**src/rtl/noc_pkg.sv**
```systemverilog
// Shared NoC definitions: port numbering, coordinate widths, torus routing
// and the round-robin pick used by every output arbiter.
package noc_pkg;

  localparam int NPORTS = 5;

  localparam logic [2:0] PORT_CORE  = 3'd0;
  localparam logic [2:0] PORT_UP    = 3'd1;
  localparam logic [2:0] PORT_DOWN  = 3'd2;
  localparam logic [2:0] PORT_RIGHT = 3'd3;
  localparam logic [2:0] PORT_LEFT  = 3'd4;

  // Grid coordinate pair, wide enough for any practical grid dimension.
  typedef struct packed {
    logic [15:0] x;
    logic [15:0] y;
  } coord_t;

  // Result of a round-robin search: whether anything was found, and where.
  typedef struct packed {
    logic       any;
    logic [2:0] idx;
  } pick_t;

  // Width of one coordinate field; a 1-wide grid still carries a 1-bit field.
  function automatic int coord_w(input int size);
    return (size > 1) ? $clog2(size) : 1;
  endfunction

  // Forward distance (dest - here) mod size. Adding size first keeps the
  // intermediate non-negative; one conditional subtract folds it back.
  function automatic logic [16:0] torus_dist(input logic [15:0] dest,
                                             input logic [15:0] here,
                                             input logic [15:0] size);
    logic [16:0] d;
    d = {1'b0, dest} + {1'b0, size} - {1'b0, here};
    if (d >= {1'b0, size}) d = d - {1'b0, size};
    return d;
  endfunction

  // Dimension-order shortest-path routing: X first, then Y, else deliver.
  // A distance of exactly half the ring goes the positive way (right/down).
  function automatic logic [2:0] torus_route(input coord_t dest,
                                             input coord_t here,
                                             input coord_t size);
    logic [16:0] dx;
    logic [16:0] dy;
    logic [2:0]  port;
    dx = torus_dist(dest.x, here.x, size.x);
    dy = torus_dist(dest.y, here.y, size.y);
    port = PORT_CORE;
    if (dx != '0) begin
      port = (dx <= {2'b00, size.x[15:1]}) ? PORT_RIGHT : PORT_LEFT;
    end else if (dy != '0) begin
      port = (dy <= {2'b00, size.y[15:1]}) ? PORT_DOWN : PORT_UP;
    end
    return port;
  endfunction

  // Port index following p, wrapping after the last port.
  function automatic logic [2:0] rr_next(input logic [2:0] p);
    return (p == 3'(NPORTS - 1)) ? 3'd0 : p + 3'd1;
  endfunction

  // First requester found scanning upward from ptr, wrapping around.
  function automatic pick_t rr_pick(input logic [NPORTS-1:0] req,
                                    input logic [2:0]        ptr);
    pick_t      p;
    logic [2:0] cand;
    p.any = 1'b0;
    p.idx = 3'd0;
    cand  = ptr;
    for (int k = 0; k < NPORTS; k++) begin
      if (!p.any && req[cand]) begin
        p.any = 1'b1;
        p.idx = cand;
      end
      cand = rr_next(cand);
    end
    return p;
  endfunction

endpackage

```
**src/rtl/flit_fifo.sv**
```systemverilog
// Per-input flit FIFO. The head is read asynchronously so the router can
// route and forward a flit on the edge right after it was pushed.
module flit_fifo #(
  parameter int PL    = 32,
  parameter int DEPTH = 4,
  localparam int CW   = $clog2(DEPTH + 1),
  localparam int AW   = (DEPTH > 1) ? $clog2(DEPTH) : 1
) (
  input  logic          clk,
  input  logic          rst,
  input  logic          push,
  input  logic          pop,
  input  logic [PL-1:0] din,
  output logic [PL-1:0] dout,
  output logic          full,
  output logic          empty,
  output logic [CW-1:0] count
);

  logic [PL-1:0] mem_q [DEPTH];
  logic [AW-1:0] wr_ptr_q, wr_ptr_d;
  logic [AW-1:0] rd_ptr_q, rd_ptr_d;
  logic [CW-1:0] count_q, count_d;
  logic          do_push, do_pop;

  // Pointers wrap explicitly so non-power-of-two depths work.
  function automatic logic [AW-1:0] ptr_inc(input logic [AW-1:0] p);
    return (p == AW'(DEPTH - 1)) ? '0 : p + AW'(1);
  endfunction

  assign full    = (count_q == CW'(DEPTH));
  assign empty   = (count_q == '0);
  assign count   = count_q;
  assign dout    = mem_q[rd_ptr_q];
  assign do_push = push & ~full;
  assign do_pop  = pop & ~empty;

  // Next pointers and occupancy; simultaneous push and pop keep count.
  always_comb begin
    wr_ptr_d = do_push ? ptr_inc(wr_ptr_q) : wr_ptr_q;
    rd_ptr_d = do_pop ? ptr_inc(rd_ptr_q) : rd_ptr_q;
    count_d  = count_q;
    if (do_push && !do_pop) begin
      count_d = count_q + CW'(1);
    end else if (do_pop && !do_push) begin
      count_d = count_q - CW'(1);
    end
  end

  // Control state; reset empties the FIFO so stale entries are unreachable.
  always_ff @(posedge clk) begin
    if (rst) begin
      wr_ptr_q <= '0;
      rd_ptr_q <= '0;
      count_q  <= '0;
    end else begin
      wr_ptr_q <= wr_ptr_d;
      rd_ptr_q <= rd_ptr_d;
      count_q  <= count_d;
    end
  end

  // Storage array; no reset needed since occupancy gates every read.
  always_ff @(posedge clk) begin
    if (do_push) begin
      mem_q[wr_ptr_q] <= din;
    end
  end

endmodule

```
**src/rtl/torus_router_buffered.sv**
```systemverilog
// Buffered 5-port 2D-torus router: per-input FIFOs, dimension-order
// shortest-path routing with wrap-around, round-robin output arbitration
// and one output register per port with valid/ready flow control.
// Header layout: dest_y in bits [YW-1:0], dest_x in bits [YW+XW-1:YW].
module torus_router_buffered
  import noc_pkg::*;
#(
  parameter int X_SIZE = 4,
  parameter int Y_SIZE = 4,
  parameter int PL     = 32,
  parameter int DEPTH  = 4,
  localparam int XW    = coord_w(X_SIZE),
  localparam int YW    = coord_w(Y_SIZE)
) (
  input  logic                         clk,
  input  logic                         rst,
  input  logic [XW-1:0]                router_X,
  input  logic [YW-1:0]                router_Y,
  input  logic [NPORTS-1:0][PL-1:0]    in_data,
  input  logic [NPORTS-1:0]            in_valid,
  output logic [NPORTS-1:0]            in_ready,
  output logic [NPORTS-1:0][PL-1:0]    out_data,
  output logic [NPORTS-1:0]            out_valid,
  input  logic [NPORTS-1:0]            out_ready,
  output logic                         err_dest
);

  localparam int CW = $clog2(DEPTH + 1);

  logic [NPORTS-1:0][PL-1:0]     head_data;
  logic [NPORTS-1:0]             head_valid;
  logic [NPORTS-1:0]             head_bad;
  logic [NPORTS-1:0][2:0]        head_port;
  logic [NPORTS-1:0]             pop;
  logic [NPORTS-1:0][NPORTS-1:0] req;      // req[output][input]
  logic [NPORTS-1:0]             load;
  logic [NPORTS-1:0][2:0]        gnt_idx;
  logic                          err_q, err_d;

  // Input side: buffer, decode the head and route it.
  for (genvar gi = 0; gi < NPORTS; gi++) begin : g_in
    logic              full, empty;
    logic [CW-1:0]     count;
    logic [XW-1:0]     dest_x;
    logic [YW-1:0]     dest_y;
    coord_t            dest, here, size;
    logic [NPORTS-1:0] served;

    flit_fifo #(.PL(PL), .DEPTH(DEPTH)) u_fifo (
      .clk   (clk),
      .rst   (rst),
      .push  (in_valid[gi] & ~full),
      .pop   (pop[gi]),
      .din   (in_data[gi]),
      .dout  (head_data[gi]),
      .full  (full),
      .empty (empty),
      .count (count)
    );

    // Ready depends only on registered occupancy, never on out_ready.
    assign in_ready[gi]   = (count < CW'(DEPTH));
    assign head_valid[gi] = ~empty;

    assign dest_x = head_data[gi][YW+XW-1:YW];
    assign dest_y = head_data[gi][YW-1:0];
    assign dest   = {16'(dest_x), 16'(dest_y)};
    assign here   = {16'(router_X), 16'(router_Y)};
    assign size   = {16'(X_SIZE), 16'(Y_SIZE)};

    // Off-grid destinations are discarded instead of being routed.
    assign head_bad[gi]  = head_valid[gi] &
                           ((32'(dest_x) >= 32'(X_SIZE)) |
                            (32'(dest_y) >= 32'(Y_SIZE)));
    assign head_port[gi] = torus_route(dest, here, size);

    for (genvar go = 0; go < NPORTS; go++) begin : g_req
      assign req[go][gi] = head_valid[gi] & ~head_bad[gi] &
                           (head_port[gi] == 3'(go));
      assign served[go]  = load[go] & (gnt_idx[go] == 3'(gi));
    end

    // A head routes to a single output, so at most one pop per cycle.
    assign pop[gi] = head_bad[gi] | (|served);
  end

  // Output side: round-robin arbiter feeding one output register.
  for (genvar go = 0; go < NPORTS; go++) begin : g_out
    logic [2:0]    ptr_q, ptr_d;
    logic [PL-1:0] data_q, data_d;
    logic          valid_q, valid_d;
    pick_t         pick;

    // Only a grant that actually loads the register counts, so a stalled
    // output does not rotate priority past a waiting input.
    assign pick         = rr_pick(req[go], ptr_q);
    assign load[go]     = pick.any & (~valid_q | out_ready[go]);
    assign gnt_idx[go]  = pick.idx;
    assign out_data[go]  = data_q;
    assign out_valid[go] = valid_q;

    // Next output register and pointer; data is held while stalled.
    always_comb begin
      ptr_d   = ptr_q;
      data_d  = data_q;
      valid_d = valid_q;
      if (load[go]) begin
        ptr_d   = rr_next(pick.idx);
        data_d  = head_data[pick.idx];
        valid_d = 1'b1;
      end else if (out_ready[go]) begin
        valid_d = 1'b0;
      end
    end

    // Output register and arbitration pointer.
    always_ff @(posedge clk) begin
      if (rst) begin
        ptr_q   <= '0;
        data_q  <= '0;
        valid_q <= 1'b0;
      end else begin
        ptr_q   <= ptr_d;
        data_q  <= data_d;
        valid_q <= valid_d;
      end
    end
  end

  // Sticky error flag, cleared only by reset.
  always_comb begin
    err_d = err_q | (|head_bad);
  end

  // Error flag register.
  always_ff @(posedge clk) begin
    if (rst) begin
      err_q <= 1'b0;
    end else begin
      err_q <= err_d;
    end
  end

  assign err_dest = err_q;

endmodule

```
**config.mk**
```make
export PLATFORM = sky130hd
export DESIGN_NAME = torus_router_buffered
export DESIGN_NICKNAME = d
export VERILOG_FILES = /design/src/rtl/noc_pkg.sv /design/src/rtl/flit_fifo.sv /design/src/rtl/torus_router_buffered.sv
export SDC_FILE = /design/constraint.sdc
export NUM_CORES = 1
export LEC_CHECK = 0
export BUFFER_PORTS_ARGS = -buffer_cell sky130_fd_sc_hd__buf_2
export CAP_MARGIN = 20
export CELL_PAD_IN_SITES_DETAIL_PLACEMENT = 0
export CELL_PAD_IN_SITES_GLOBAL_PLACEMENT = 2
export CORE_AREA = 8 8 345 347
export CTS_CLUSTER_DIAMETER = 120
export DETAILED_ROUTE_END_ITERATION = 12
export DIE_AREA = 0 0 353 355
export GPL_TIMING_DRIVEN = 0
export PLACE_DENSITY_LB_ADDON = 0.1
export SETUP_SLACK_MARGIN = 0.3
export SLEW_MARGIN = 0
export SYNTH_ARGS = -nofsm -noshare
export SYNTH_HDL_FRONTEND = slang
export SYNTH_SLANG_ARGS = --single-unit
export TNS_END_PERCENT = 100
```
**constraint.sdc**
```tcl
create_clock -name clk -period 7.3 [get_ports clk]
set_input_delay 0.365 -clock clk [delete_from_list [all_inputs] [get_ports clk]]
set_output_delay 0.365 -clock clk [all_outputs]
set_load 0.01 [all_outputs]
```
Yosys cells after proc, flatten, opt, wreduce, memory -nomap -nowiden
Memory sizes are Yosys's and may differ from the RTL's. A register that Yosys moved wholly into a read port is not among the register bits.
Index checks and enable logic that the tools add are counted.
- register bits after elaboration: 215
- RAM bits: 640
- input port bits: 176
- output and inout port bits: 171
- memories kept: 5
- add/subtract/negate cells: 75
- magnitude comparators: 55
- equal/unequal tests: 75
- multiplexer cells: 190
- bitwise gates (word level): 90
- reduce and logical (&&, ||, !) cells: 100
- memory list (name ; words ; bits a word ; read ports ; clocked after Yosys merged registers in ; wr ports ; RTL line ; RTL):
    g_in[0].u_fifo.mem_q ; 4 ; 32 ; 1 ; 1 ; 1 ; flit_fifo.sv:20 ; logic [PL-1:0] mem_q [DEPTH];
    g_in[1].u_fifo.mem_q ; 4 ; 32 ; 1 ; 1 ; 1 ; flit_fifo.sv:20 ;
    g_in[2].u_fifo.mem_q ; 4 ; 32 ; 1 ; 1 ; 1 ; flit_fifo.sv:20 ;
    g_in[3].u_fifo.mem_q ; 4 ; 32 ; 1 ; 1 ; 1 ; flit_fifo.sv:20 ;
    g_in[4].u_fifo.mem_q ; 4 ; 32 ; 1 ; 1 ; 1 ; flit_fifo.sv:20 ;
- operator list (cell ; count):
    $bmux 32 s3 ; 5
    $ge 17x3->1 const B ; 10
    $le 17x2->1 const B ; 10
    $mux 17 ; 10
    $reduce_bool 17->1 ; 10
    $mux 32 ; 5
    $mux 3 ; 46
    $lt 3x4->1 const B ; 30
    $eq 3x3->1 const B ; 35
    $mux 4 ; 25
    $add 3x1->3 const B ; 30
    $bmux 1 s3 ; 25
    $and 1x1->1 ; 70
    $eq 3x2->1 const B ; 20
    $sub 5x4->6 const B ; 10
    $mux 2 ; 29
    $sub 4x2->5 ; 10
    $logic_not 3->1 ; 15
    $mux 1 ; 45
    $add 2x3->4 const B ; 10
    $eq 3x1->1 const B ; 10
    $logic_and 1x1->1 ; 30
    $logic_not 1->1 ; 30
    $reduce_or 5->1 ; 5
    other kinds (7) ; 60

Longest topological paths before layout
Gate-level depths: netlist (run 1).
- word-level depth: 32
- mapped depth: 33
- gate-level depth less buffers: 30

Modules after synthesis
Synthesis (run 1) repeated with hierarchy kept, for this count alone.
- cell total of the unflattened synthesis: 3101
- area, all modules: 42475.7 sq um
- by module, submodules not included (module ; times used ; cells an instance ; area an instance (sq um) ; seq. area each (sq um)):
    flit_fifo ; 5 ; 217 ; 5098.6 ; 4023.9
    torus_router_buffered ; 1 ; 2016 ; 16982.5 ; 3603.5

Least setup slack after synthesis (run 1)
Ideal clock, no wire load.
- kind: reg2reg
- start: register (tool-made name)
- end: register g_in[3].u_fifo.count_q[2]
- library setup time: 0.070 ns
- data arrival time: 6.745 ns
- path slack: 0.485 ns
- cell stages (with the launch flop): 29
- path buffers: 4
- clock period less this slack: 6.815 ns
- cell sequence: dfxtp_1 > clkbuf_1 > buf_1 > mux4_2 > inv_1 > ha_1 > fa_1 > xnor2_1 > nor2_1 > mux2_2 > a221oi_1 > a21boi_0 > nand2_1 > o221ai_1 > o311a_1 > clkbuf_1 > clkbuf_1 > inv_1 > ha_1 > ha_1 > a222oi_1 > o21ai_0 > inv_1 > ha_1 > inv_1 > fa_1 > xor2_1 > or3_1 > a21oi_1
- RTL lines (what ; RTL line ; RTL):
    to (signal assigned) ; flit_fifo.sv:59 ; count_q <= count_d;
    to (decl) ; flit_fifo.sv:23 ; logic [CW-1:0] count_q, count_d;

==> flow_summary.toml, run 1 <==
[outcome]
status = "completed"

[setup_path]
cp-end-kind = "flip-flop"
critical-path-slowest-cell = "fa_2"
crit_type = "reg2reg"
cp-start-kind = "flip-flop"
critPathMaxStageDelay_ns = 0.68
required_ns = 7.88
path_max_fanout = 11
reg2reg_depth = 28
crit_top_cell = "inv_1"
cp_data_arrival_time_ns = 7.48

[worst_hold_path]
holdCritPathClass = "in2reg"
hold_depth = 4

[timing]
skew_ns = 0.0312
setup_tns_ns = 0
finalSetupViolCount = 0
worstMarginPinSlew_ns = 1.16
timing.final.crit_period_ns = 6.90
drv_slew = 0
fin_crit_sh = 0.945
hold_violations = 0
slew_headroom = 0.225
rsz0062_at_grt = "false"
fmax_ghz = 0.145

[yosys]
synth_top_cell_by_area = "edfxtp_1"
yosysWarningCount = 0
ys_top_cells_by_area = "edfxtp_1 (45%), dfxtp_1 (11%), mux4_2 (8.4%)"
ys_seq_area_frac = 0.556
postSynthAreaPerCell_um2 = 13.2
synth_ff_type = "edfxtp_1"
synth_edf_count = 640
synth_commonest_cells = "edfxtp_1 (640), mux2i_1 (275), dfxtp_1 (225), nand2_1 (177), clkbuf_1 (174)"
netlist_instances = 3238
synth_area_um2 = 42700
syn_nets = 3525
synth_most_common_cell = "edfxtp_1"
synthArstFlopShare = 0
ys_types = 95
yosys.area.top_type_share = 0.450
synth_seq_cells = 865

[drt]
drt_iter0_markers = 2869
drt_wl_total_um = 167000
antenna_left = 0
vias = 31400
via_per_inst = 5.67
wl_per_cell_um = 30.2
first_pass_iters = 5
drc = 0

[global_route]
grt_pass1_wl_um = 236000
overflow = 0
grt_pass1_vias = 32500
antenna_found_initial = 6
grt_start_max_net_pins = 33
grt.total_usage = 0.258

[placed_design]
place_area_um2 = 46700
port_buffers = 344
routabilityCongestion = 0.943
hpwl_um = 129000

[cts]
cts.sinks = 865
cts_root_buffer = "clkbuf_16"
cts_buffer_depth = 3
cts_htree_levels = 3
cts_tree = "done"
cts_buffers = 94
clkTransAtPathRegs_ns = 0.06
clk_latency_ns = 0.69

[finish]
drive_gt1_frac = 0.281
nets = 4240
fillerInstances = 10300
area_growth_syn_to_layout_pct = 25.3
fin_area_um2 = 53500
fin_util = 0.471

[floorplan]
rows = 124
dieArea_um2 = 125000
die_w_um = 353
fp.dieH_um = 355
start_util = 0.376
io_pins = 347
core_area_um2 = 114000

[run]
drv_cap = 0
[worst max-delay path: cells and delay by family, from the launching register on]
family                   cells  cell delay, ns
adder cells (fa/ha/maj)      6            1.80
AND/OR/NAND/NOR              2            0.56
AO/OA/AOI/OAI                9            2.11
flip-flops                   1            0.43
buffers and inverters        9            1.34
XOR/XNOR                     1            0.16
multiplexers                 1            0.36
[cell usage in the layout (no fill, tap or decap), types with 43 or more instances in the layout]
master,synthesis,final
nand2_1,177,171
nand3_1,48,45
mux4_2,160,160
edfxtp_1,640,640
buf_2,16,357
dfxtp_1,225,214
mux2_2,106,105
ha_1,96,81
clkbuf_16,0,101
o21a_1,62,62
buf_4,9,108
a21oi_1,171,162
clkbuf_1,174,155
a211oi_1,73,73
dlygate4sd3_1,0,160
nor2_1,165,155
inv_1,91,78
mux2i_1,275,271
nor3_1,46,43
o21ai_1,45,48
o21ai_0,100,95
[worst paths after layout]
check / start / endpoint / slack (ns)
max reg2reg: flip-flop / g_in[3].u_fifo.count[2] / 0.40
min: out_ready[1] / g_out[1].valid_q / 0.05
max: flip-flop / g_in[3].u_fifo.count[2] / 0.40
min reg2reg: g_out[1].data_q[5] / g_out[1].data_q[5] / 0.46
[sequential cells by signal, summed over array words and instances (netlist names), named ones only]
register and flops:
g_out.data_q 160, g_in.u_fifo.mem_q 640, g_in.u_fifo.wr_ptr_q 10, g_in.u_fifo.rd_ptr_q 10, g_out.valid_q 5, g_in.u_fifo.count 15
g_out.ptr_q 15
[timing repair]
action                                  CTS  global route
endpoints found under the setup margin  203            10
pin swaps                                36            36
endpoints found under the hold margin   640             0
buffers inserted                         57            32
gates resized for setup                 247           102
hold buffers                            160             0
[kinds of logic after synthesis]
logic type / count (synthesis) / share of synthesized area
AND/OR/NAND/NOR: 638 / 0.0763
other: 1 / 0.0000878
buffers and inverters: 309 / 0.0300
XOR/XNOR: 20 / 0.00410
flip-flops: 865 / 0.556
adder cells (fa/ha/maj): 111 / 0.0352
multiplexers: 541 / 0.177
AO/OA/AOI/OAI: 753 / 0.122
[routing by layer]
layer,up-vias,GRT usage,wire length (µm)
met5,-,0,13
met4,2,0.0995,6900
met3,241,0.0444,9720
met2,1057,0.445,82400
met1,16000,0.324,68400
li1,14100,-,-
[final cells by class]
class / count / area (µm²) / share of cell area
inverters: 96 / 388 / 0.00725
flip-flops and latches: 865 / 23700 / 0.444
repair buffers: 619 / 4400 / 0.0824
plain buffers: 213 / 1310 / 0.0245
well taps: 1512 / 1890 / 0.0354
multi-input cells: 2064 / 18600 / 0.347
clock buffers: 111 / 2440 / 0.0456
diodes: 4 / 10.0 / 0.000187
clock inverters: 64 / 733 / 0.0137
[per-stage QoR]
stage | cells | setup WS, ns | hold slack, ns
floorplan | 3238 | 0.485 | 0.464
global placement | 5094 | -3.24 | 0.444
detailed placement | 5117 | -3.10 | 0.451
CTS | 5509 | 0.299 | 0.00601
global route | 5544 | 0.265 | 0.0848
finish | 5548 | 0.403 | 0.0464
Power of run 1 is not shown: default switching activity piles up to over one toggle a cycle in this logic, so the estimate is an artifact.
==> run 2, diff against run 1 <==
Settings changed: CORE_AREA 8 8 345 347 to 8 8 336 338, DIE_AREA 0 0 353 355 to 0 0 344 346, REMOVE_ABC_BUFFERS set to 1.
Clock period 7.3 ns to 8.9 ns, I/O delays scaled along.
==> run 2 against run 1 <==
Against the previous run:
- cell area shrank 2.5%
- global-route usage grew 0.12 points
- worst setup slack gained 0.24 ns
- via count shrank 1.8%
- first-iteration DRC count shrank 3.0%
- highest routed layer unchanged
- largest cell class unchanged
==> flow_summary.toml, run 2 (same netlist as run 1, synthesis figures left out) <==
[global_route]
antenna_found_initial = 25
grt.total_usage = 0.259
grt_start_max_net_pins = 102
grt_pass1_wl_um = 225000
grt_pass1_vias = 31400
overflow = 0

[finish]
seq_area_um2 = 23700
area_growth_syn_to_layout_pct = 22.2
nets = 4003
reg.largest.list = "g_in.u_fifo.mem_q (640), g_out.data_q (160)"
multi_input_area_um2 = 18000
drive_gt1_frac = 0.245
final_common_cell = "edfxtp_1"
final_cell_mix = "edfxtp_1 (640), buf_2 (346), mux2i_1 (275)"
top_register = "g_in.u_fifo.mem_q"
fin_area_um2 = 52200
fillerInstances = 9502
largest_reg_flops = 640

[floorplan]
core_area_um2 = 108000
die_w_um = 344
rows = 121
fp.dieH_um = 346
io_pins = 347
start_util = 0.396
dieArea_um2 = 119000

[drt]
first_pass_iters = 5
drt_iter0_markers = 2784
vias = 30900
wl_per_cell_um = 30.4
via_per_inst = 5.91
drt_wl_total_um = 159000
drc = 0
antenna_left = 0

[timing]
drv_slew = 0
setup_tns_ns = 0
hold_violations = 0
slew_headroom = 0.301
worstMarginPinSlew_ns = 1.04
finalSetupViolCount = 0
fmax_ghz = 0.121
rsz0062_at_grt = "false"
skew_ns = 0.0574
timing.final.crit_period_ns = 8.25
fin_crit_sh = 0.927
setup_ws_ns = 0.645

[setup_path]
cp-end-kind = "flip-flop"
reg2reg_from = "g_out[4].ptr_q[0]"
path_max_fanout = 17
reg2reg_setup_slack_ns = 0.65
required_ns = 9.49
cp-start-kind = "flip-flop"
critPathMaxStageDelay_ns = 0.77
crit_top_cell = "ha_1"
crit_type = "reg2reg"
reg2reg_depth = 28
critical-path-slowest-cell = "o32ai_1"
worstReg2RegEnd = "g_in[3].u_fifo.count[2]"
cp_data_arrival_time_ns = 8.84

[worst_hold_path]
holdCritPathClass = "in2reg"
hold_path_end = "g_in[0].u_fifo.mem_q[0][0]"
hp-start = "in_data[0]"
hold_depth = 1

[cts]
cts_buffer_depth = 3
clkTransAtPathRegs_ns = 0.07
cts_root_buffer = "clkbuf_16"
clk_latency_ns = 0.69
cts_htree_levels = 3
cts_buffers = 94
cts_tree = "done"
cts.sinks = 865

[placed_design]
dp_slack_ns = 0.320
place_area_um2 = 47300
routabilityCongestion = 0.852
port_buffers = 345
hpwl_um = 117000

[outcome]
status = "completed"

[run]
drv_cap = 0
[run 2: cell count changes in the layout (fill, tap and decap cells not counted), sizes merged]
cell and delta:
buf -68, bufinv -3, clkbuf -155, clkinv -3, clkinvlp -8, diode +13, dlygate4sd3 -2, inv +4
[run 2: per-layer routing]
metal | share of wire | vias to the layer above | track usage
li1 | - | 13600 | -
met2 | 0.47 | 1266 | 0.422
met1 | 0.41 | 15700 | 0.336
met5 | 0.00021 | - | 0
met4 | 0.051 | 6 | 0.119
met3 | 0.067 | 307 | 0.0476
[run 2: timing repair]
item / CTS / global route
pin swaps: 0 / 1
endpoints found under the setup margin: 1 / 4
setup buffers: 0 / 2
hold buffers: 158 / 0
resized for setup: 1 / 2
endpoints found under the hold margin: 631 / 0
[run 2: critical path, delay by kind of cell, from the launching register on]
kind	cells	cell delay, ns
compound gates	9	2.87
fa+ha+maj	7	1.87
buf+inv	6	0.98
xor+xnor	1	0.16
simple gates	5	1.57
flops	1	0.71
[run 2: worst max path at each step]
stage	startpoint	to	slack (ns)	cells past startpoint
final	g_out[4].ptr_q[0]	g_in[3].u_fifo.count[2]	0.65	28
after global routing	g_out[4].ptr_q[0]	g_in[3].u_fifo.count[2]	0.32	28
after CTS	flip-flop	g_in[3].u_fifo.count[2]	0.35	24
after detailed placement	flip-flop	g_in[3].u_fifo.count[2]	0.32	24
after global placement	flip-flop	g_out[1].data_q[3]	-13.04	12
after floorplan	flip-flop	g_in[4].u_fifo.count[2]	-4.29	20
[run 2: per-stage QoR]
step,util,cells,hold WS [ns]
6_report,0.484,5228,0.0333
5_1_grt,0.484,5218,0.00489
4_1_cts,0.483,5209,0.000660
3_5_place_dp,0.439,4874,0.462
3_3_place_gp,0.420,4784,0.436
2_1_floorplan,-,3025,0.467
[run 2: final cells by class]
type / instances / share of cell area
sequential: 865 / 0.455
multi-input combinational: 2064 / 0.345
timing repair buffer: 595 / 0.0976
clock buffer: 123 / 0.0487
tap: 1414 / 0.0339
clock inverter: 54 / 0.0120
inverter: 96 / 0.00691
antenna: 17 / 0.000816
Power of run 2 is left out for the same reason.
